$ cat config.mk
export PLATFORM = sky130hd
export DESIGN_NAME = mem_port_arbiter
export DESIGN_NICKNAME = d
export VERILOG_FILES = /design/src/rtl/mem_port_arbiter_pkg.sv /design/src/rtl/mem_port_arbiter_starve_counter.sv /design/src/rtl/mem_port_arbiter.sv
export SDC_FILE = /design/constraint.sdc
export NUM_CORES = 1
export LEC_CHECK = 0
export CELL_PAD_IN_SITES_DETAIL_PLACEMENT = 0
export CELL_PAD_IN_SITES_GLOBAL_PLACEMENT = 1
export CORE_UTILIZATION = 25
export DETAILED_ROUTE_END_ITERATION = 16
export PLACE_DENSITY_LB_ADDON = 0.1
export SYNTH_ARGS = -nofsm -noshare
export SYNTH_HDL_FRONTEND = slang
export SYNTH_HIERARCHICAL = 1
export SYNTH_SLANG_ARGS = --single-unit
$ cat constraint.sdc
create_clock -name clk -period 2.3 [get_ports clk]
set_input_delay 0.46 -clock clk [delete_from_list [all_inputs] [get_ports clk]]
set_output_delay 0.46 -clock clk [all_outputs]
set_load 0.01 [all_outputs]
$ cat src/rtl/mem_port_arbiter_pkg.sv
// Shared constants for the unified memory port: default widths and the
// response-owner encoding used by the arbiter's response register.
package mem_port_arbiter_pkg;

   localparam int unsigned MEM_ADDR_W = 16;
   localparam int unsigned MEM_DATA_W = 16;

   localparam int unsigned WAIT_W = 4;
   localparam logic [WAIT_W-1:0] WAIT_SAT = 4'hf;

   localparam logic [1:0] OWN_NONE = 2'b00;
   localparam logic [1:0] OWN_CPU  = 2'b01;
   localparam logic [1:0] OWN_EXT  = 2'b10;

endpackage

$ cat src/rtl/mem_port_arbiter_starve_counter.sv
// Saturating starvation counter for the external requester; flags when the
// count has reached the configured wait limit.
module arb_starve_counter
   import mem_port_arbiter_pkg::*;
#(
   parameter int unsigned LIMIT = 4
) (
   input  logic              clk,
   input  logic              reset,
   input  logic              inc,
   input  logic              clear,
   output logic [WAIT_W-1:0] count,
   output logic              at_limit
);

   logic [WAIT_W-1:0] count_q, count_d;

   always_comb begin
      count_d = count_q;
      if (clear) begin
         count_d = '0;
      end else if (inc && (count_q != WAIT_SAT)) begin
         count_d = count_q + 1'b1;
      end
   end

   always_ff @(posedge clk or negedge reset) begin
      if (!reset) begin
         count_q <= '0;
      end else begin
         count_q <= count_d;
      end
   end

   assign count    = count_q;
   assign at_limit = (32'(count_q) >= LIMIT);

endmodule

$ cat src/rtl/mem_port_arbiter.sv
// Two-way arbiter for the single memory port: CPU has priority, the external
// requester wins a slot after EXT_MAX_WAIT denied cycles or whenever ext_hold is set.
module mem_port_arbiter
   import mem_port_arbiter_pkg::*;
#(
   parameter int unsigned ADDR_W       = MEM_ADDR_W,
   parameter int unsigned DATA_W       = MEM_DATA_W,
   parameter int unsigned EXT_MAX_WAIT = 4
) (
   input  logic              clk,
   input  logic              reset,
   input  logic              cpu_req,
   input  logic              cpu_we,
   input  logic [ADDR_W-1:0] cpu_addr,
   input  logic [DATA_W-1:0] cpu_wdata,
   output logic              cpu_gnt,
   output logic              cpu_stall,
   output logic              cpu_ack,
   output logic [DATA_W-1:0] cpu_rdata,
   input  logic              ext_req,
   input  logic              ext_we,
   input  logic [ADDR_W-1:0] ext_addr,
   input  logic [DATA_W-1:0] ext_wdata,
   input  logic              ext_hold,
   output logic              ext_gnt,
   output logic              ext_ack,
   output logic [DATA_W-1:0] ext_rdata,
   output logic              mem_en,
   output logic              mem_we,
   output logic [ADDR_W-1:0] mem_addr,
   output logic [DATA_W-1:0] mem_wdata,
   input  logic [DATA_W-1:0] mem_rdata,
   output logic [3:0]        wait_cnt
);

   logic              ext_at_limit;
   logic [1:0]        owner_q, owner_d;
   logic              we_q;
   logic [DATA_W-1:0] cpu_rdata_q, ext_rdata_q;

   arb_starve_counter #(
      .LIMIT (EXT_MAX_WAIT)
   ) u_starve (
      .clk      (clk),
      .reset    (reset),
      .inc      (ext_req & ~ext_gnt),
      .clear    (ext_gnt),
      .count    (wait_cnt),
      .at_limit (ext_at_limit)
   );

   // Grants are gated by reset so nothing reaches memory while reset is low.
   always_comb begin
      cpu_gnt = 1'b0;
      ext_gnt = 1'b0;
      if (reset) begin
         if (ext_hold) begin
            ext_gnt = ext_req;
         end else if (ext_req && ext_at_limit) begin
            ext_gnt = 1'b1;
         end else if (cpu_req) begin
            cpu_gnt = 1'b1;
         end else if (ext_req) begin
            ext_gnt = 1'b1;
         end
      end
   end

   assign cpu_stall = reset & cpu_req & ~cpu_gnt;

   assign mem_en    = cpu_gnt | ext_gnt;
   assign mem_we    = ext_gnt ? ext_we : (cpu_gnt & cpu_we);
   assign mem_addr  = ext_gnt ? ext_addr : cpu_addr;
   assign mem_wdata = ext_gnt ? ext_wdata : cpu_wdata;

   always_comb begin
      owner_d = OWN_NONE;
      if (cpu_gnt) begin
         owner_d = OWN_CPU;
      end else if (ext_gnt) begin
         owner_d = OWN_EXT;
      end
   end

   always_ff @(posedge clk or negedge reset) begin
      if (!reset) begin
         owner_q <= OWN_NONE;
         we_q    <= 1'b0;
      end else begin
         owner_q <= owner_d;
         we_q    <= mem_we;
      end
   end

   assign cpu_ack = (owner_q == OWN_CPU);
   assign ext_ack = (owner_q == OWN_EXT);

   // Read data passes straight through in the ack cycle, then is held.
   assign cpu_rdata = (cpu_ack && !we_q) ? mem_rdata : cpu_rdata_q;
   assign ext_rdata = (ext_ack && !we_q) ? mem_rdata : ext_rdata_q;

   always_ff @(posedge clk or negedge reset) begin
      if (!reset) begin
         cpu_rdata_q <= '0;
         ext_rdata_q <= '0;
      end else begin
         cpu_rdata_q <= cpu_rdata;
         ext_rdata_q <= ext_rdata;
      end
   end

endmodule
* Word level (Yosys, flattened, before mapping)
Cells that the tools add are included.
Widths: inputs -> output; s select.
** Storage, ports and cells
- Bits in read-only memories :: 0
- Word-level logic and storage cells :: 41
- Memory bits (writable) :: 0
- Input port bits :: 87
- Bits in latches :: 0
- Bits in registers :: 39
- Memories kept :: 0
** Cells by class
- Shifts and indexed selects :: 0
- Reductions and logical operators :: 6
- Add/subtract/negate cells :: 1
- Bitwise operators :: 7
- Div/mod/pow operators :: 0
- Equal/unequal tests :: 3
- Muxes and demuxes :: 18
- Multipliers :: 0
- $lt $le $gt $ge :: 1
** Operators by type and width (count)
- $mux 16 :: 4
- $mux 1 :: 10
- $mux 4 :: 2
- $add 4x1->4 const B :: 1
- $and 1x1->1 :: 4
- $ge 4x3->1 const B :: 1
- $logic_and 1x1->1 :: 4
- $mux 2 :: 2
- $ne 4x4->1 const B :: 1
- $eq 2x1->1 const B :: 1
- $eq 2x2->1 const B :: 1
- $not 1->1 :: 2
- $reduce_bool 2->1 :: 1
- $logic_not 1->1 :: 1
- $or 1x1->1 :: 1

* Depth between registers and ports, before layout
Gate-level depths: netlist (run 1).
- Depth in word-level cells :: 10
- Mapped depth :: 8

* By module
Netlist (run 1), hierarchy kept.
** Modules (own cells, without submodules)
- mem_port_arbiter :: instances 1, cells each 120, area an instance 1890.6 um^2, seq. area each 875.8 um^2
- arb_starve_counter :: instances 1, cells each 21, area an instance 235.2 um^2, seq. area each 100.1 um^2

* Worst setup path after synthesis (run 1)
Ideal clock, no wire load.
- Kind :: flip-flop to output port
- From :: register u_starve.count_q[2], in the netlist u_starve/count[2]
- To :: output mem_we
- Cell stages (with the launch flop) :: 4
- Data arrival time :: 1.596 ns
- Data required time :: 1.840 ns
- Path slack :: 0.244 ns
- Cell sequence :: dfrtp_1 -> or2_2 -> a211oi_1 -> a22o_1
** Between the ends
- Word-level cells in the longest chain between the ends :: 7
- Elaborated cells between the ends (all ways) :: 10
- Those cells by class :: order compare (1); mux (7); bitwise (1); reduce/logical (1)
** RTL lines
- start, declared :: RTL line mem_port_arbiter_starve_counter.sv:16 : logic [WAIT_W-1:0] count_q, count_d;
- start signal, assigned :: RTL line mem_port_arbiter_starve_counter.sv:31 : count_q <= count_d;
- $ge 4x3->1 :: RTL line mem_port_arbiter_starve_counter.sv:36 : assign at_limit = (32'(count_q) >= LIMIT);
- via ext_at_limit :: RTL line mem_port_arbiter.sv:36 : logic ext_at_limit;
- $logic_and 1x1->1 :: RTL line mem_port_arbiter.sv:59 : end else if (ext_req && ext_at_limit) begin
- $mux 1 :: RTL line mem_port_arbiter.sv:59
- $mux 1 :: RTL line mem_port_arbiter.sv:57 : if (ext_hold) begin
- $mux 1 :: RTL line mem_port_arbiter.sv:56 : if (reset) begin
- via cpu_gnt :: RTL line mem_port_arbiter.sv:16 : output logic cpu_gnt,
- $and 1x1->1 :: RTL line mem_port_arbiter.sv:72 : assign mem_we = ext_gnt ? ext_we : (cpu_gnt & cpu_we);
- $mux 1 :: RTL line mem_port_arbiter.sv:72
- end, declared :: RTL line mem_port_arbiter.sv:29 : output logic mem_we,
The timed path passes the listed nets, and every way through them passes these cells.

* Final worst setup path (run 1)
- From :: register u_starve.count_q[3], in the netlist u_starve/count[3]
- To :: output mem_wdata[1]
** Between the ends
- Word-level cells in the longest chain between the ends :: 6
** RTL lines
- $ge 4x3->1 :: RTL line mem_port_arbiter_starve_counter.sv:36
- via ext_at_limit :: RTL line mem_port_arbiter.sv:36
- $logic_and 1x1->1 :: RTL line mem_port_arbiter.sv:59
- $mux 1 :: RTL line mem_port_arbiter.sv:59
- $mux 1 :: RTL line mem_port_arbiter.sv:57
- $mux 1 :: RTL line mem_port_arbiter.sv:56
- $mux 16 :: RTL line mem_port_arbiter.sv:74 : assign mem_wdata = ext_gnt ? ext_wdata : cpu_wdata;
- end, declared :: RTL line mem_port_arbiter.sv:31 : output logic [DATA_W-1:0] mem_wdata,
The timed path passes the listed nets, and every way through them passes these cells.

==> results of run 1 <==
[worst max-delay path, delay by kind of cell, from the launching register on]
| kind | cells | cell delay [ns] |
|---|---|---|
| compound gates | 1 | 0.08 |
| buf+inv | 4 | 0.53 |
| simple gates | 2 | 0.38 |
| mux | 1 | 0.30 |
| flops | 1 | 0.38 |
[per-layer routing]
layer | GRT usage | vias up | wire, um
met2 | 0.3448 | 102 | 4177
met3 | 0.05987 | 8 | 693
met5 | 0 | - | 0
met1 | 0.1819 | 905 | 2754
met4 | 0.05513 | 0 | 163
li1 | - | 895 | -
[layout by cell type, fill, tap and decap left out, drive strengths merged, types with 2 or more instances in the layout]
master	count
nand2	2
a21oi	4
nand2b	2
nor2	3
clkdlybuf4s15	4
clkdlybuf4s50	89
or2	3
buf	79
clkbuf	21
mux2	65
clkinv	2
dfrtp	39
dlygate4sd2	8
nor2b	7
[cells in the mapped netlist, types with 2 or more instances]
cell	n	area, um2
or2_2	2	12.51
mux2_2	18	202.7
nor2b_4	5	68.82
a21oi_1	3	15.01
nor2_1	2	7.510
mux2_4	21	315.3
nand2b_1	2	12.51
buf_6	5	56.30
buf_12	2	40.04
nor2b_1	2	12.51
nand2_1	2	7.510
dfrtp_1	39	975.9
mux2_1	26	292.8
[metrics by stage]
stage | util | cell area [um2] | worst slack (ns) | std cells
floorplan | - | 2126 | 0.2440 | 141
global placement | 0.4813 | 3955 | -0.5339 | 420
detailed placement | 0.4813 | 3955 | -0.4734 | 420
CTS | 0.5222 | 4290 | -0.1265 | 444
global route | 0.5269 | 4329 | -0.2034 | 443
finish | 0.5269 | 4329 | -0.1230 | 443
[timing repair]
item | CTS | global route
gates resized for setup | 273 | 52
hold endpoints to repair | 0 | 0
pin swaps | 4 | 1
setup buffers | 12 | 0
cloned | 4 | 0
setup endpoints to repair | 69 | 63
[power by group]
group          internal, W  switching, W  leakage, nW
Sequential        0.000913     0.0000804        0.469
Combinational     0.000948      0.000598         1.47
Clock             0.000323      0.000238       0.0581
[sequential cells by signal (all words and copies together) (netlist names)]
register / count
owner_q: 2
we_q: 1
ext_rdata_q: 16
u_starve/count: 4
cpu_rdata_q: 16
[cells by family (layout without fill, tap and decap cells)]
group | count (synthesis) | count (layout) | synth area share
and+or+nand+nor | 21 | 21 | 0.07887
DFF | 39 | 39 | 0.4591
AOI/OAI and AO/OA | 7 | 7 | 0.02472
adders and majority gates | 1 | 1 | 0.005885
muxes | 66 | 66 | 0.3861
buffers and inverters | 7 | 204 | 0.04532
[worst max path at each step]
| stage | startpoint | slack [ns] | cells past startpoint | end |
|---|---|---|---|---|
| 2_1_floorplan | u_starve/count[2] | 0.24 | 3 | mem_we |
| 3_3_place_gp | cpu_req | -0.53 | 6 | mem_we |
| 3_5_place_dp | ext_req | -0.47 | 6 | mem_wdata[11] |
| 4_1_cts | u_starve/count[3] | -0.13 | 8 | mem_wdata[1] |
| 5_1_grt | u_starve/count[3] | -0.20 | 8 | mem_wdata[1] |
| 6_report | u_starve/count[3] | -0.12 | 8 | mem_wdata[1] |
[final cells by class]
| cell class | count | area share |
|---|---|---|
| repair buffers | 196 | 0.4402 |
| multi-input cells | 95 | 0.2780 |
| flip-flops and latches | 39 | 0.2254 |
| well taps | 105 | 0.03035 |
| clock buffers | 5 | 0.01590 |
| clock inverters | 3 | 0.01012 |
==> impl_metrics.csv, run 1 <==
group,metric,value,unit
outcome,status,"finished, violations left",
outcome,violations,"negative setup slack",
grt,overflow,0,
cts,cts_root_buffer,"clkbuf_8",
logic_synthesis,ys_ff_latch,39,
power_and_ir_drop,power.total,0.003100,W
final_layout,final-seq-area,975.9,um2
setup_path,reg2reg_from,"u_starve/count[3]",
timing,fin_tns_setup,-1.041,ns
timing,relSlewSlack,0.6881,
setup_path,crit_type,"reg2out",
die,die_h,94.21,um
cts,cts_buffers,5,
hold_path,hold_path_class,"in2async",
routing,routed_wl,7789,um
setup_path,rrSetupSlack,0.30,ns
timing,period_minus_slack,2.423,ns
grt,grtUsageTotal,0.1805,
routing,drt_iter0_drc,30,
power_and_ir_drop,ir_drop,340.6,uV
grt,grt_antenna_before_repair,0,
routing,wl_per_cell,17.58,um
die,core,8217,um2
final_layout,drive_gt1_frac,0.5355,
logic_synthesis,yosys_most_used_dff,"dfrtp_1",
timing,hold_ws,0.1169,ns
logic_synthesis,ys_types,25,
die,io_pins,162,
routing,via_per_inst,4.312,
logic_synthesis,ys_seq_area_frac,0.4591,
cts,clock_path_buffers,2,
final_layout,fill_cells,731,
power_and_ir_drop,leakagePower,1.999,nW
setup_path,worstPathArrival,1.96,ns
setup_path,cp_slowest_cell,"dfrtp_1",
cts,cts_tree,"built",
grt,grt_pass1_wl,11590,um
power_and_ir_drop,powerDensity,716.1,nW/um2
routing,drc,0,
logic_synthesis,synthCells,141,
logic_synthesis,syn_nets,229,
place,gp_congestion,0.8037,
cts,h-tree-depth,2,
final_layout,nets,425,
die,num_rows,33,
timing,timing.final.max_slew_violations,0,
job,cap_violations,0,
final_layout,area_delta_synth_final,103.6,%
timing,setup_slack,-0.1230,ns
setup_path,worstPathCellList,"or2_4 > nor2_4 > a21oi_4 > buf_6 > buf_12 > buf_12 > mux2_4 > buf_6",
logic_synthesis,syn_area_per_cell,15.08,um2
setup_path,start_kind,"flip-flop",
timing,fin_crit_sh,1.053,
timing,fmax,412.7,MHz
setup_path,required,1.84,ns
routing,dr.pass1.iters,4,
timing,tightest_slew,0.4678,ns
timing,rsz0062_at_grt,"true",
setup_path,crit_path_end_kind,"output pin",
final_layout,n_antenna_cell,0,
routing,ant_nets,0,
setup_path,cpPeakStageDelay,0.38,ns
timing,finClkSkew,0.005125,ns
timing,hold_viol,0,
place,hpwlAfterDp,6111,um
die,die_area,8876,um2
setup_path,regToRegEndpoint,"u_starve/count[0]",
logic_synthesis,netlist_area,2126,um2
logic_synthesis,synth_edf_count,0,
logic_synthesis,async_flop_share,1.000,
grt,grt_pass1_vias,2206,
grt,grt_max_degree,39,
routing,dr_total_vias,1910,
setup_path,cp_max_fo,5,
die,die_w,94.21,um
timing,setup_violations,9,
setup_path,ff2ff_path_depth,8,
place,io_buffers,161,
cts,cts_sinks,39,
final_layout,multi_input_area,1204,um2
cts,cts.clk_slew.worst_paths,0.08,ns
die,start_util,0.2587,
cts,worstSkewPairLatency,0.29,ns
logic_synthesis,yosys_warnings,6,
cts,hold_buffers,0,
(Power assumes the default switching activity.)
==> run 2, diff against run 1 <==
- HOLD_SLACK_MARGIN: unset -> 0.1
- SLEW_MARGIN: unset -> 20
==> results of run 2 <==
No change in the layout: final DEF, timing and power equal those of run 1.
==> run 3, diff against run 2 <==
- RECOVER_POWER: unset -> 100
==> impl_metrics.csv, run 3 (synthesized netlist as in run 1, its figures left out) <==
group,metric,value,unit
outcome,status,"finished, violations left",
cts,hold_buffers,0,
final_layout,n_antenna_cell,0,
final_layout,nets,425,
cts,cts_tree,"built",
power_and_ir_drop,ir_drop,340.4,uV
setup_path,worstPathArrival,1.96,ns
timing,finClkSkew,0.005312,ns
die,die_w,94.21,um
job,cap_violations,0,
routing,dr_total_vias,1910,
grt,grt_pass1_wl,11590,um
final_layout,drive_gt1_frac,0.5325,
setup_path,start_kind,"flip-flop",
setup_path,crit_path_end_kind,"output pin",
timing,tightest_slew,0.9291,ns
hold_path,hold_path_class,"in2async",
power_and_ir_drop,p_seq_frac,0.320,
routing,wl_met3,692,um
timing,period_minus_slack,2.424,ns
die,die_h,94.21,um
timing,relSlewSlack,0.3806,
setup_path,cpLargestDelayFamily,"buffers and inverters",
timing,setup_violations,10,
routing,drt_iter0_drc,24,
final_layout,area_delta_synth_final,103.5,%
grt,grt_pass1_vias,2206,
die,die_area,8876,um2
routing,drc,0,
setup_path,required,1.84,ns
place,gp_congestion,0.8037,
power_and_ir_drop,powerDensity,716.8,nW/um2
cts,h-tree-depth,2,
timing,timing.final.max_slew_violations,0,
final_layout,final_common_cell,"clkdlybuf4s50_1",
place,pre_cts_ws,-0.4734,ns
place,hpwlAfterDp,6111,um
routing,m1WireLength,2742,um
setup_path,rrSetupSlack,0.30,ns
routing,ant_nets,0,
final_layout,final_util,0.5264,
final_layout,layout_common_cells,"89 x clkdlybuf4s50_1, 55 x mux2_4, 39 x buf_6, 39 x dfrtp_1, 18 x buf_4",
cts,cts_root_buffer,"clkbuf_8",
power_and_ir_drop,p_int,0.002183,W
setup_path,worstPathBufferInverterCount,4,
routing,top_layer_used,"met4",
setup_path,cpPeakStageDelay,0.38,ns
power_and_ir_drop,comb_power_share,0.498,
setup_path,worstPathCellList,"or2_4 > nor2_4 > a21oi_4 > buf_6 > buf_12 > buf_12 > mux2_4 > buf_6",
setup_path,cp_slowest_cell,"dfrtp_1",
timing,fmax,412.5,MHz
grt,grt_antenna_before_repair,0,
setup_path,cp_max_fo,5,
cts,cts.clk_slew.worst_paths,0.08,ns
die,io_pins,162,
timing,hold_viol,0,
cts,cts_sinks,39,
cts,cts_buffers,5,
cts,clock_path_buffers,2,
routing,wl_met2,4197,um
power_and_ir_drop,power.total,0.003100,W
routing,routed_wl,7795,um
routing,via_per_inst,4.312,
grt,grt_max_degree,39,
routing,dr.pass1.iters,4,
setup_path,crit_type,"reg2out",
timing,rsz0062_at_grt,"true",
power_and_ir_drop,clock_power_share,0.181,
grt,overflow,0,
die,core,8217,um2
die,start_util,0.2587,
die,num_rows,33,
final_layout,fill_cells,733,
place,io_buffers,161,
power_and_ir_drop,leakagePower,1.996,nW
power_and_ir_drop,switching_share,0.2960,
timing,setup_slack,-0.1240,ns
power_and_ir_drop,p_switching,0.0009178,W
routing,wl_per_cell,17.60,um
cts,worstSkewPairLatency,0.29,ns
outcome,violations,"negative setup slack",
timing,fin_crit_sh,1.054,
grt,grtUsageTotal,0.1805,
[run 3: cell types whose count changed in the layout (fill, tap and decap cells not counted), sizes merged]
cell	change
buf	-2
clkbuf	+2
[run 3: final timing paths]
check                                  start                end  depth (start not counted)
max                        u_starve/count[3]       mem_wdata[1]                          8
min                                    reset  u_starve/count[3]                          2
max reg2reg                u_starve/count[3]  u_starve/count[0]                          8
min reg2reg                  ext_rdata_q[12]    ext_rdata_q[12]                          1
max in group asynchronous              reset     cpu_rdata_q[0]                          2
min in group clk             ext_rdata_q[12]    ext_rdata_q[12]                          1
[run 3: power by group through the flow]
stage               clock [W]  combinational [W]  sequential, W
floorplan                   0           0.000671        0.00100
global placement            0            0.00154       0.000996
detailed placement          0            0.00154        0.00100
CTS                  0.000582            0.00154       0.000995
global route         0.000616            0.00166        0.00102
finish               0.000562            0.00154       0.000993
[run 3: routing by layer]
| layer | vias up | GRT usage |
|---|---|---|
| met1 | 905 | 0.1819 |
| met2 | 102 | 0.3448 |
| li1 | 895 | - |
| met3 | 8 | 0.05987 |
| met5 | - | 0 |
| met4 | 0 | 0.05513 |
[run 3: final cells by class]
class,instances,area [um2],share of cell area
Clock buffer,5,68.82,0.01591
Clock inverter,3,43.79,0.01012
Multi-Input combinational cell,95,1204,0.2783
Sequential cell,39,975.9,0.2256
Tap cell,105,131.4,0.03037
Timing Repair Buffer,196,1902,0.4397
[run 3: metrics by stage]
stage	std cells	hold WS (ns)	area, um2	setup TNS [ns]
CTS	444	0.1244	4290	-1.078
finish	443	0.2358	4325	-1.045
floorplan	141	0.1644	2126	0
detailed placement	420	0.4283	3955	-14.70
global route	443	0.2713	4325	-2.961
global placement	420	0.4289	3955	-14.97
[run 3: timing repair]
| action | CTS | global route |
|---|---|---|
| pin swaps | 4 | 1 |
| endpoints found under the setup margin | 69 | 63 |
| gates resized for setup | 273 | 52 |
| buffers inserted | 12 | 0 |
| gates cloned | 4 | 0 |
